==> src/rtl/servo_cap_pkg.sv <==
// servo_cap_pkg
//   Shared definitions for the servo pulse capture block:
//     - FSM state encoding (idle / measuring high time / measuring low time)
//     - default values for the top-level parameters
//     - saturating increment used by the microsecond counters
//   The saturating increment works on 32-bit values, so the counter width
//   used with it must not exceed 32 bits.

package servo_cap_pkg;

  typedef enum logic [1:0] {
    ST_IDLE = 2'd0,
    ST_HIGH = 2'd1,
    ST_LOW  = 2'd2
  } state_t;

  localparam int unsigned CLK_DIV_DEF    = 80;
  localparam int unsigned CNT_W_DEF      = 16;
  localparam int unsigned MIN_US_DEF     = 500;
  localparam int unsigned MAX_US_DEF     = 2500;
  localparam int unsigned TIMEOUT_US_DEF = 25000;
  localparam int unsigned FILT_LEN_DEF   = 4;

  // Increment v by one, but never past max_v (the counter's all-ones value).
  function automatic logic [31:0] sat_inc(input logic [31:0] v,
                                          input logic [31:0] max_v);
    if (v >= max_v) begin
      return max_v;
    end
    return v + 32'd1;
  endfunction

endpackage

==> src/rtl/servo_cap_sync_filter.sv <==
// servo_cap_sync_filter
//   Brings the asynchronous servo pin into the clock domain and produces
//   single-cycle rise/fall pulses.
//     pin -> 2-flop synchronizer -> [optional glitch filter] -> edge register
//   Optional feature macro: SERVO_CAP_FILTER_EN
//     defined   : a FILT_LEN-clock glitch filter sits after the synchronizer;
//                 pin-to-edge latency is 3 + FILT_LEN clocks.
//     undefined : no filter; pin-to-edge latency is 3 clocks and single-clock
//                 pulses are passed through.
//   Rising and falling edges see the same latency, so measured widths are exact.
//
// Ports
//   i_clk   in   sole clock
//   i_rst   in   synchronous active-high reset
//   i_pin   in   asynchronous servo pulse input
//   o_rise  out  1-cycle pulse on a rising edge of the cleaned input
//   o_fall  out  1-cycle pulse on a falling edge of the cleaned input

module servo_cap_sync_filter
  import servo_cap_pkg::*;
#(
  parameter int unsigned FILT_LEN = FILT_LEN_DEF
) (
  input  logic i_clk,
  input  logic i_rst,
  input  logic i_pin,
  output logic o_rise,
  output logic o_fall
);

  logic r_sync1;
  logic r_sync2;
  logic r_prev;
  logic r_rise;
  logic r_fall;
  logic w_clean;

  // The chain resets to 1 so that a line already high when reset releases
  // never produces a rise; a line that is low produces a fall, which the FSM
  // ignores while idle.
  always_ff @(posedge i_clk) begin
    if (i_rst) begin
      r_sync1 <= 1'b1;
      r_sync2 <= 1'b1;
    end else begin
      r_sync1 <= i_pin;
      r_sync2 <= r_sync1;
    end
  end

`ifdef SERVO_CAP_FILTER_EN
  localparam int unsigned FC_W = (FILT_LEN > 1) ? $clog2(FILT_LEN) : 1;

  logic [FC_W-1:0] r_fcnt;
  logic            r_filt;

  // r_fcnt counts consecutive samples that disagree with the filtered level;
  // the level flips on the FILT_LEN-th disagreeing sample in a row.
  always_ff @(posedge i_clk) begin
    if (i_rst) begin
      r_filt <= 1'b1;
      r_fcnt <= '0;
    end else if (r_sync2 == r_filt) begin
      r_fcnt <= '0;
    end else if (r_fcnt == FC_W'(FILT_LEN - 1)) begin
      r_filt <= r_sync2;
      r_fcnt <= '0;
    end else begin
      r_fcnt <= r_fcnt + 1'b1;
    end
  end

  assign w_clean = r_filt;
`else
  // The filter length has no role when the filter is not built.
  logic [31:0] w_filt_len_unused;
  assign w_filt_len_unused = 32'(FILT_LEN);

  assign w_clean = r_sync2;
`endif

  always_ff @(posedge i_clk) begin
    if (i_rst) begin
      r_prev <= 1'b1;
      r_rise <= 1'b0;
      r_fall <= 1'b0;
    end else begin
      r_prev <= w_clean;
      r_rise <= w_clean & ~r_prev;
      r_fall <= ~w_clean & r_prev;
    end
  end

  assign o_rise = r_rise;
  assign o_fall = r_fall;

endmodule

==> src/rtl/servo_pulse_capture.sv <==
// servo_pulse_capture
//   Servo-style PWM receiver. Measures the high time and the rising-to-rising
//   period of a pulse train in microseconds, range-checks the high time and
//   publishes results with single-cycle strobes. Detects signal loss when the
//   line stays in one level for TIMEOUT_US.
//   Optional feature macro: SERVO_CAP_FILTER_EN (glitch filter in the input
//   path, see servo_cap_sync_filter).
//
// Ports
//   inCLK           in   sole clock
//   reset           in   synchronous active-high reset
//   enable          in   0 forces the FSM idle, discards any measurement,
//                        holds the result registers and clears signal_present
//   pwm_in          in   asynchronous servo pulse from the pin
//   pulse_us        out  last accepted high time (us)
//   pulse_valid     out  1-cycle strobe when pulse_us updates
//   period_us       out  last rising-to-rising period (us)
//   period_valid    out  1-cycle strobe when period_us updates
//   range_err       out  1-cycle strobe when a high time is outside [MIN_US, MAX_US]
//   timeout         out  1-cycle strobe on signal loss
//   signal_present  out  level, set by an accepted pulse, cleared by timeout,
//                        reset or enable=0
//
// FSM states
//   state   | meaning
//   ST_IDLE | no measurement running; waiting for a rising edge
//   ST_HIGH | line high; counting the high time
//   ST_LOW  | line low after a pulse; waiting for the next rise to close the period

module servo_pulse_capture
  import servo_cap_pkg::*;
#(
  parameter int unsigned CLK_DIV    = CLK_DIV_DEF,
  parameter int unsigned CNT_W      = CNT_W_DEF,
  parameter int unsigned MIN_US     = MIN_US_DEF,
  parameter int unsigned MAX_US     = MAX_US_DEF,
  parameter int unsigned TIMEOUT_US = TIMEOUT_US_DEF,
  parameter int unsigned FILT_LEN   = FILT_LEN_DEF
) (
  input  logic             inCLK,
  input  logic             reset,
  input  logic             enable,
  input  logic             pwm_in,
  output logic [CNT_W-1:0] pulse_us,
  output logic             pulse_valid,
  output logic [CNT_W-1:0] period_us,
  output logic             period_valid,
  output logic             range_err,
  output logic             timeout,
  output logic             signal_present
);

  localparam int unsigned      DIV_W   = (CLK_DIV > 1) ? $clog2(CLK_DIV) : 1;
  localparam logic [CNT_W-1:0] CNT_MAX = '1;
  localparam logic [CNT_W-1:0] MIN_C   = CNT_W'(MIN_US);
  localparam logic [CNT_W-1:0] MAX_C   = CNT_W'(MAX_US);
  localparam logic [CNT_W-1:0] TO_C    = CNT_W'(TIMEOUT_US);

  logic             w_rise;
  logic             w_fall;

  logic [DIV_W-1:0] r_div;
  logic             w_tick;

  logic [CNT_W-1:0] r_hi_cnt;
  logic [CNT_W-1:0] r_per_cnt;
  logic [CNT_W-1:0] w_hi_inc;
  logic [CNT_W-1:0] w_per_inc;
  logic [CNT_W-1:0] w_hi_now;
  logic [CNT_W-1:0] w_per_now;
  logic             w_clr_cnt;
  logic             w_in_range;
  logic             w_to_hit;

  state_t           r_state;
  state_t           w_state_nxt;
  logic             w_ld_pulse;
  logic             w_ld_period;
  logic             w_rng_err;
  logic             w_to;

  servo_cap_sync_filter #(
    .FILT_LEN (FILT_LEN)
  ) u_sync_filter (
    .i_clk  (inCLK),
    .i_rst  (reset),
    .i_pin  (pwm_in),
    .o_rise (w_rise),
    .o_fall (w_fall)
  );

  // 1 us tick divider, phase-aligned to every rising edge so that both the
  // high time and the period start on a fresh microsecond.
  assign w_tick = (r_div == DIV_W'(CLK_DIV - 1));

  always_ff @(posedge inCLK) begin
    if (reset || w_rise || w_tick) begin
      r_div <= '0;
    end else begin
      r_div <= r_div + 1'b1;
    end
  end

  // The *_now values include this cycle's tick, so a value sampled on an
  // edge cycle equals floor(elapsed clocks / CLK_DIV) since the last rise.
  assign w_hi_inc  = CNT_W'(sat_inc(32'(r_hi_cnt),  32'(CNT_MAX)));
  assign w_per_inc = CNT_W'(sat_inc(32'(r_per_cnt), 32'(CNT_MAX)));
  assign w_hi_now  = w_tick ? w_hi_inc  : r_hi_cnt;
  assign w_per_now = w_tick ? w_per_inc : r_per_cnt;

  assign w_in_range = (w_hi_now >= MIN_C) && (w_hi_now <= MAX_C);
  assign w_to_hit   = (r_per_cnt == TO_C);

  // Every rise starts a new high time and a new period; enable=0 throws the
  // running measurement away.
  assign w_clr_cnt = w_rise || !enable;

  always_ff @(posedge inCLK) begin
    if (reset || w_clr_cnt) begin
      r_hi_cnt  <= '0;
      r_per_cnt <= '0;
    end else begin
      r_hi_cnt  <= w_hi_now;
      r_per_cnt <= w_per_now;
    end
  end

  always_ff @(posedge inCLK) begin
    if (reset) begin
      r_state <= ST_IDLE;
    end else begin
      r_state <= w_state_nxt;
    end
  end

  // Timeout is tested before edges so that an edge landing on the timeout
  // cycle is dropped.
  always_comb begin
    w_state_nxt = r_state;
    w_ld_pulse  = 1'b0;
    w_ld_period = 1'b0;
    w_rng_err   = 1'b0;
    w_to        = 1'b0;
    if (!enable) begin
      w_state_nxt = ST_IDLE;
    end else begin
      case (r_state)
        ST_IDLE: begin
          if (w_rise) begin
            w_state_nxt = ST_HIGH;
          end
        end
        ST_HIGH: begin
          if (w_to_hit || (r_hi_cnt == TO_C)) begin
            w_to        = 1'b1;
            w_state_nxt = ST_IDLE;
          end else if (w_fall) begin
            if (w_in_range) begin
              w_ld_pulse = 1'b1;
            end else begin
              w_rng_err = 1'b1;
            end
            w_state_nxt = ST_LOW;
          end
        end
        ST_LOW: begin
          if (w_to_hit) begin
            w_to        = 1'b1;
            w_state_nxt = ST_IDLE;
          end else if (w_rise) begin
            w_ld_period = 1'b1;
            w_state_nxt = ST_HIGH;
          end
        end
        default: begin
          w_state_nxt = ST_IDLE;
        end
      endcase
    end
  end

  always_ff @(posedge inCLK) begin
    if (reset) begin
      pulse_us       <= '0;
      pulse_valid    <= 1'b0;
      period_us      <= '0;
      period_valid   <= 1'b0;
      range_err      <= 1'b0;
      timeout        <= 1'b0;
      signal_present <= 1'b0;
    end else begin
      pulse_valid  <= w_ld_pulse;
      period_valid <= w_ld_period;
      range_err    <= w_rng_err;
      timeout      <= w_to;
      if (w_ld_pulse) begin
        pulse_us <= w_hi_now;
      end
      if (w_ld_period) begin
        period_us <= w_per_now;
      end
      if (!enable || w_to) begin
        signal_present <= 1'b0;
      end else if (w_ld_pulse) begin
        signal_present <= 1'b1;
      end
    end
  end

endmodule

==> config.mk <==
export PLATFORM = sky130hd
export DESIGN_NAME = servo_pulse_capture
export DESIGN_NICKNAME = d
export VERILOG_FILES = /design/src/rtl/servo_cap_pkg.sv /design/src/rtl/servo_cap_sync_filter.sv /design/src/rtl/servo_pulse_capture.sv
export SDC_FILE = /design/constraint.sdc
export NUM_CORES = 1
export LEC_CHECK = 0
export BUFFER_PORTS_ARGS = -buffer_cell sky130_fd_sc_hd__buf_2
export CAP_MARGIN = 10
export CORE_AREA = 2 2 103 105
export CTS_BUF_LIST = sky130_fd_sc_hd__clkbuf_4 sky130_fd_sc_hd__clkbuf_8
export CTS_CLUSTER_DIAMETER = 120
export DETAILED_ROUTE_END_ITERATION = 10
export DIE_AREA = 0 0 105 107
export PLACE_DENSITY_LB_ADDON = 0.12
export SYNTH_ARGS = -nofsm -noshare
export SYNTH_HDL_FRONTEND = slang
export SYNTH_SLANG_ARGS = --single-unit
export TNS_END_PERCENT = 1
==> constraint.sdc <==
create_clock -name inCLK -period 4.2 [get_ports inCLK]
set_input_delay 0.63 -clock inCLK [delete_from_list [all_inputs] [get_ports inCLK]]
set_output_delay 0.63 -clock inCLK [all_outputs]
set_load 0.01 [all_outputs]
==> metrics.csv <==
metric,value,unit
grt_util_all_layers,17.0,%
die_height,107,um
die_w,105,um
fin_crit_sh,77.7,%
ys_seq_area_share,41.6,%
final_nets,495,
initialDrtViolationCount,144,
path_delay_family,compound AO/OA/AOI/OAI gates,
final-hold-violation-count,0,
ir_drop,0.182,mV
async_flop_share,0,%
slew_headroom,33.7,%
clkLatencyLatePin,0.36,ns
drc,0,
p_leak,1.72,nW
path_clk_slew,0.10,ns
synthTopCellsByArea,"dfxtp_1, nor2_1, xnor2_1",
grt_pass1_vias,3073,
io_pins,41,
yosysWarnings,0,
worst_ep_required_time,4.45,ns
cts_tree,yes,
criticalPathCategory,reg2reg,
synth_flop_cell,dfxtp_1,
syn_inst,449,
rows,37,
grt_remaining_overflow,0,
hold_depth,1,
numCtsBuffers,9,
crit_arrival,3.51,ns
cpMaxStageDelayCell,o311ai_4,
synth_nets,462,
setup_viol,0,
ant_nets,0,
outcome,"finished, final reports clean",
slowest_delay,0.83,ns
max_freq,307,MHz
clock_sinks,83,
cts_hold_repair.buffers,0,
totalWireLength,9130,um
firstDrtPassIters,4,
grt_max_degree,52,
core-area,10100,um^2
synth_cell_types,63,
cts_setup_buffers,0,
clk_path_buf_depth,2,
path_depth,7,
cp_max_fo,18,
grt_pass1_wl,15400,um
port_buffers,40,
hold_ws,0.426,ns
dp.cells,607,
ys_ff_latch,83,
drv_cap,0,
tns,0,ns
fp.dieArea,11200,um^2
maxSlewViolCount,0,
worst_pin_slew,0.992,ns
start_kind,flip-flop,
critPathCaptureType,flip-flop,
power.total,0.00138,W
htreeDepth,3,
fin_cells,623,
dr_total_vias,3245,
hold_class,reg2reg,
antenna_cells,0,
synth_edf_count,0,
power.density,308,nW/um^2
drive_gt1_share,19.7,%
fin_skew,0.0148,ns
r2r_cells,7,
root_buffer,clkbuf_8,
antenna_found_initial,0,
hpwl,6580,um
avgSynthCellArea,8.90,um^2
via_per_inst,5.21,
path_buf_inv,0,
start_util,39.6,%
grt_setup_unrepaired,false,
cts-resized-gates,0,
avgRoutedWirePerCell,14.7,um
period_needed,3.26,ns
placed_area,4290,um^2
yosys.area.top_type,dfxtp_1,
area_delta_synth_final,12.2,%
path_cells,ha_1 > nand4bb_1 > nor2_1 > mux2i_1 > a211oi_1 > o311ai_4 > mux2_2,
syn-cell-area,4000,um^2
gp_congestion,0.900,
yosysTopAreaCellShare,41.6,%
fin_area,4480,um^2
==> power breakdown <==
part           internal [W]  switching [W]   total, W
combinational    0.00000726      0.0000195  0.0000268
clock              0.000231       0.000330   0.000561
sequential         0.000790     0.00000275   0.000793
total               0.00103       0.000352    0.00138
==> cell type report <==
| cell class | instances | area (um^2) |
|---|---|---|
| flip-flops and latches | 83 | 1660 |
| inverters | 15 | 56.3 |
| clock inverters | 7 | 71.3 |
| multi-input cells | 329 | 2170 |
| repair buffers | 44 | 230 |
| well taps | 136 | 170 |
| fillers | 1039 | 5610 |
| clock buffers | 9 | 124 |
==> flip-flops by register name (all words and copies together), names as in the netlist <==
signal and count:
r_div 7, u_sync_filter.o_rise 1, r_state 2, u_sync_filter.r_sync2 1, timeout 1, u_sync_filter.r_prev 1
pulse_us 16, range_err 1, r_per_cnt 16, pulse_valid 1, period_us 16, r_hi_cnt 16
u_sync_filter.r_sync1 1, u_sync_filter.o_fall 1, period_valid 1, signal_present 1
==> per-layer routing <==
| metal | track usage, % | up-vias | wire length (um) |
|---|---|---|---|
| met5 | 0 | - | 0 |
| met4 | 7.05 | 0 | 182 |
| met3 | 2.37 | 16 | 314 |
| met2 | 27.3 | 65 | 4220 |
| met1 | 22.8 | 1522 | 4410 |
| li1 | - | 1642 | - |
==> stage by stage <==
stage / setup WS, ns / utilization, %
after floorplan: 1.54 / -
after global placement: 1.04 / 42.5
after detailed placement: 0.920 / 42.5
after CTS: 0.926 / 44.4
after global routing: 0.634 / 44.4
final: 0.938 / 44.4
==> path summary, 6_finish.rpt <==
path / start / end / slack, ns
setup / recovery: r_hi_cnt[0] / pulse_us[1] / 0.94
hold / removal: u_sync_filter.r_sync1 / u_sync_filter.r_sync2 / 0.43
setup reg to reg: r_hi_cnt[0] / pulse_us[1] / 0.94
hold reg to reg: u_sync_filter.r_sync1 / u_sync_filter.r_sync2 / 0.43
==> placed cells by master (no fill, tap or decap), types with 10 or more instances in the layout <==
| cell | count |
|---|---|
| xor2_1 | 10 |
| nor2b_1 | 15 |
| buf_2 | 40 |
| a211oi_1 | 14 |
| nand2_1 | 20 |
| nor3_1 | 10 |
| nor2_1 | 82 |
| o21ai_0 | 11 |
| mux2_2 | 10 |
| inv_1 | 15 |
| a21oi_1 | 16 |
| xnor2_1 | 13 |
| dfxtp_1 | 83 |
| nand4_1 | 12 |
| nand3_1 | 21 |
==> cell families (layout without fill, tap and decap cells) <==
group	after synthesis	in the layout	share of synthesized area [%]
AOI/OAI and AO/OA	61	61	10.8
xor gates and xnor gates	23	23	5.04
adders and majority gates	9	9	2.82
buffers and inverters	37	75	4.10
DFF	83	83	41.6
muxes	22	22	6.32
and+or+nand+nor	214	214	29.4
==> Yosys cell counts (6+ instances only) <==
cell type  count
a211oi_1      14
a21oi_1       16
and3_1         7
clkbuf_1      14
dfxtp_1       83
ha_1           9
inv_1         15
mux2_2        10
mux2i_1        8
nand2_1       20
nand3_1       21
nand4_1       12
nor2_1        82
nor2b_1       15
nor3_1        10
nor4_1         6
o21ai_0       11
or2_2          6
xnor2_1       13
xor2_1        10
==> worst register-to-register path, cell delays in order (launching register included) <==
cell       delay [ns]
dfxtp_1          0.45
ha_1             0.24
nand4bb_1        0.34
nor2_1           0.49
mux2i_1          0.25
a211oi_1         0.13
o311ai_4         0.83
mux2_2           0.42
Note: power is estimated with default switching activity, not from simulation.
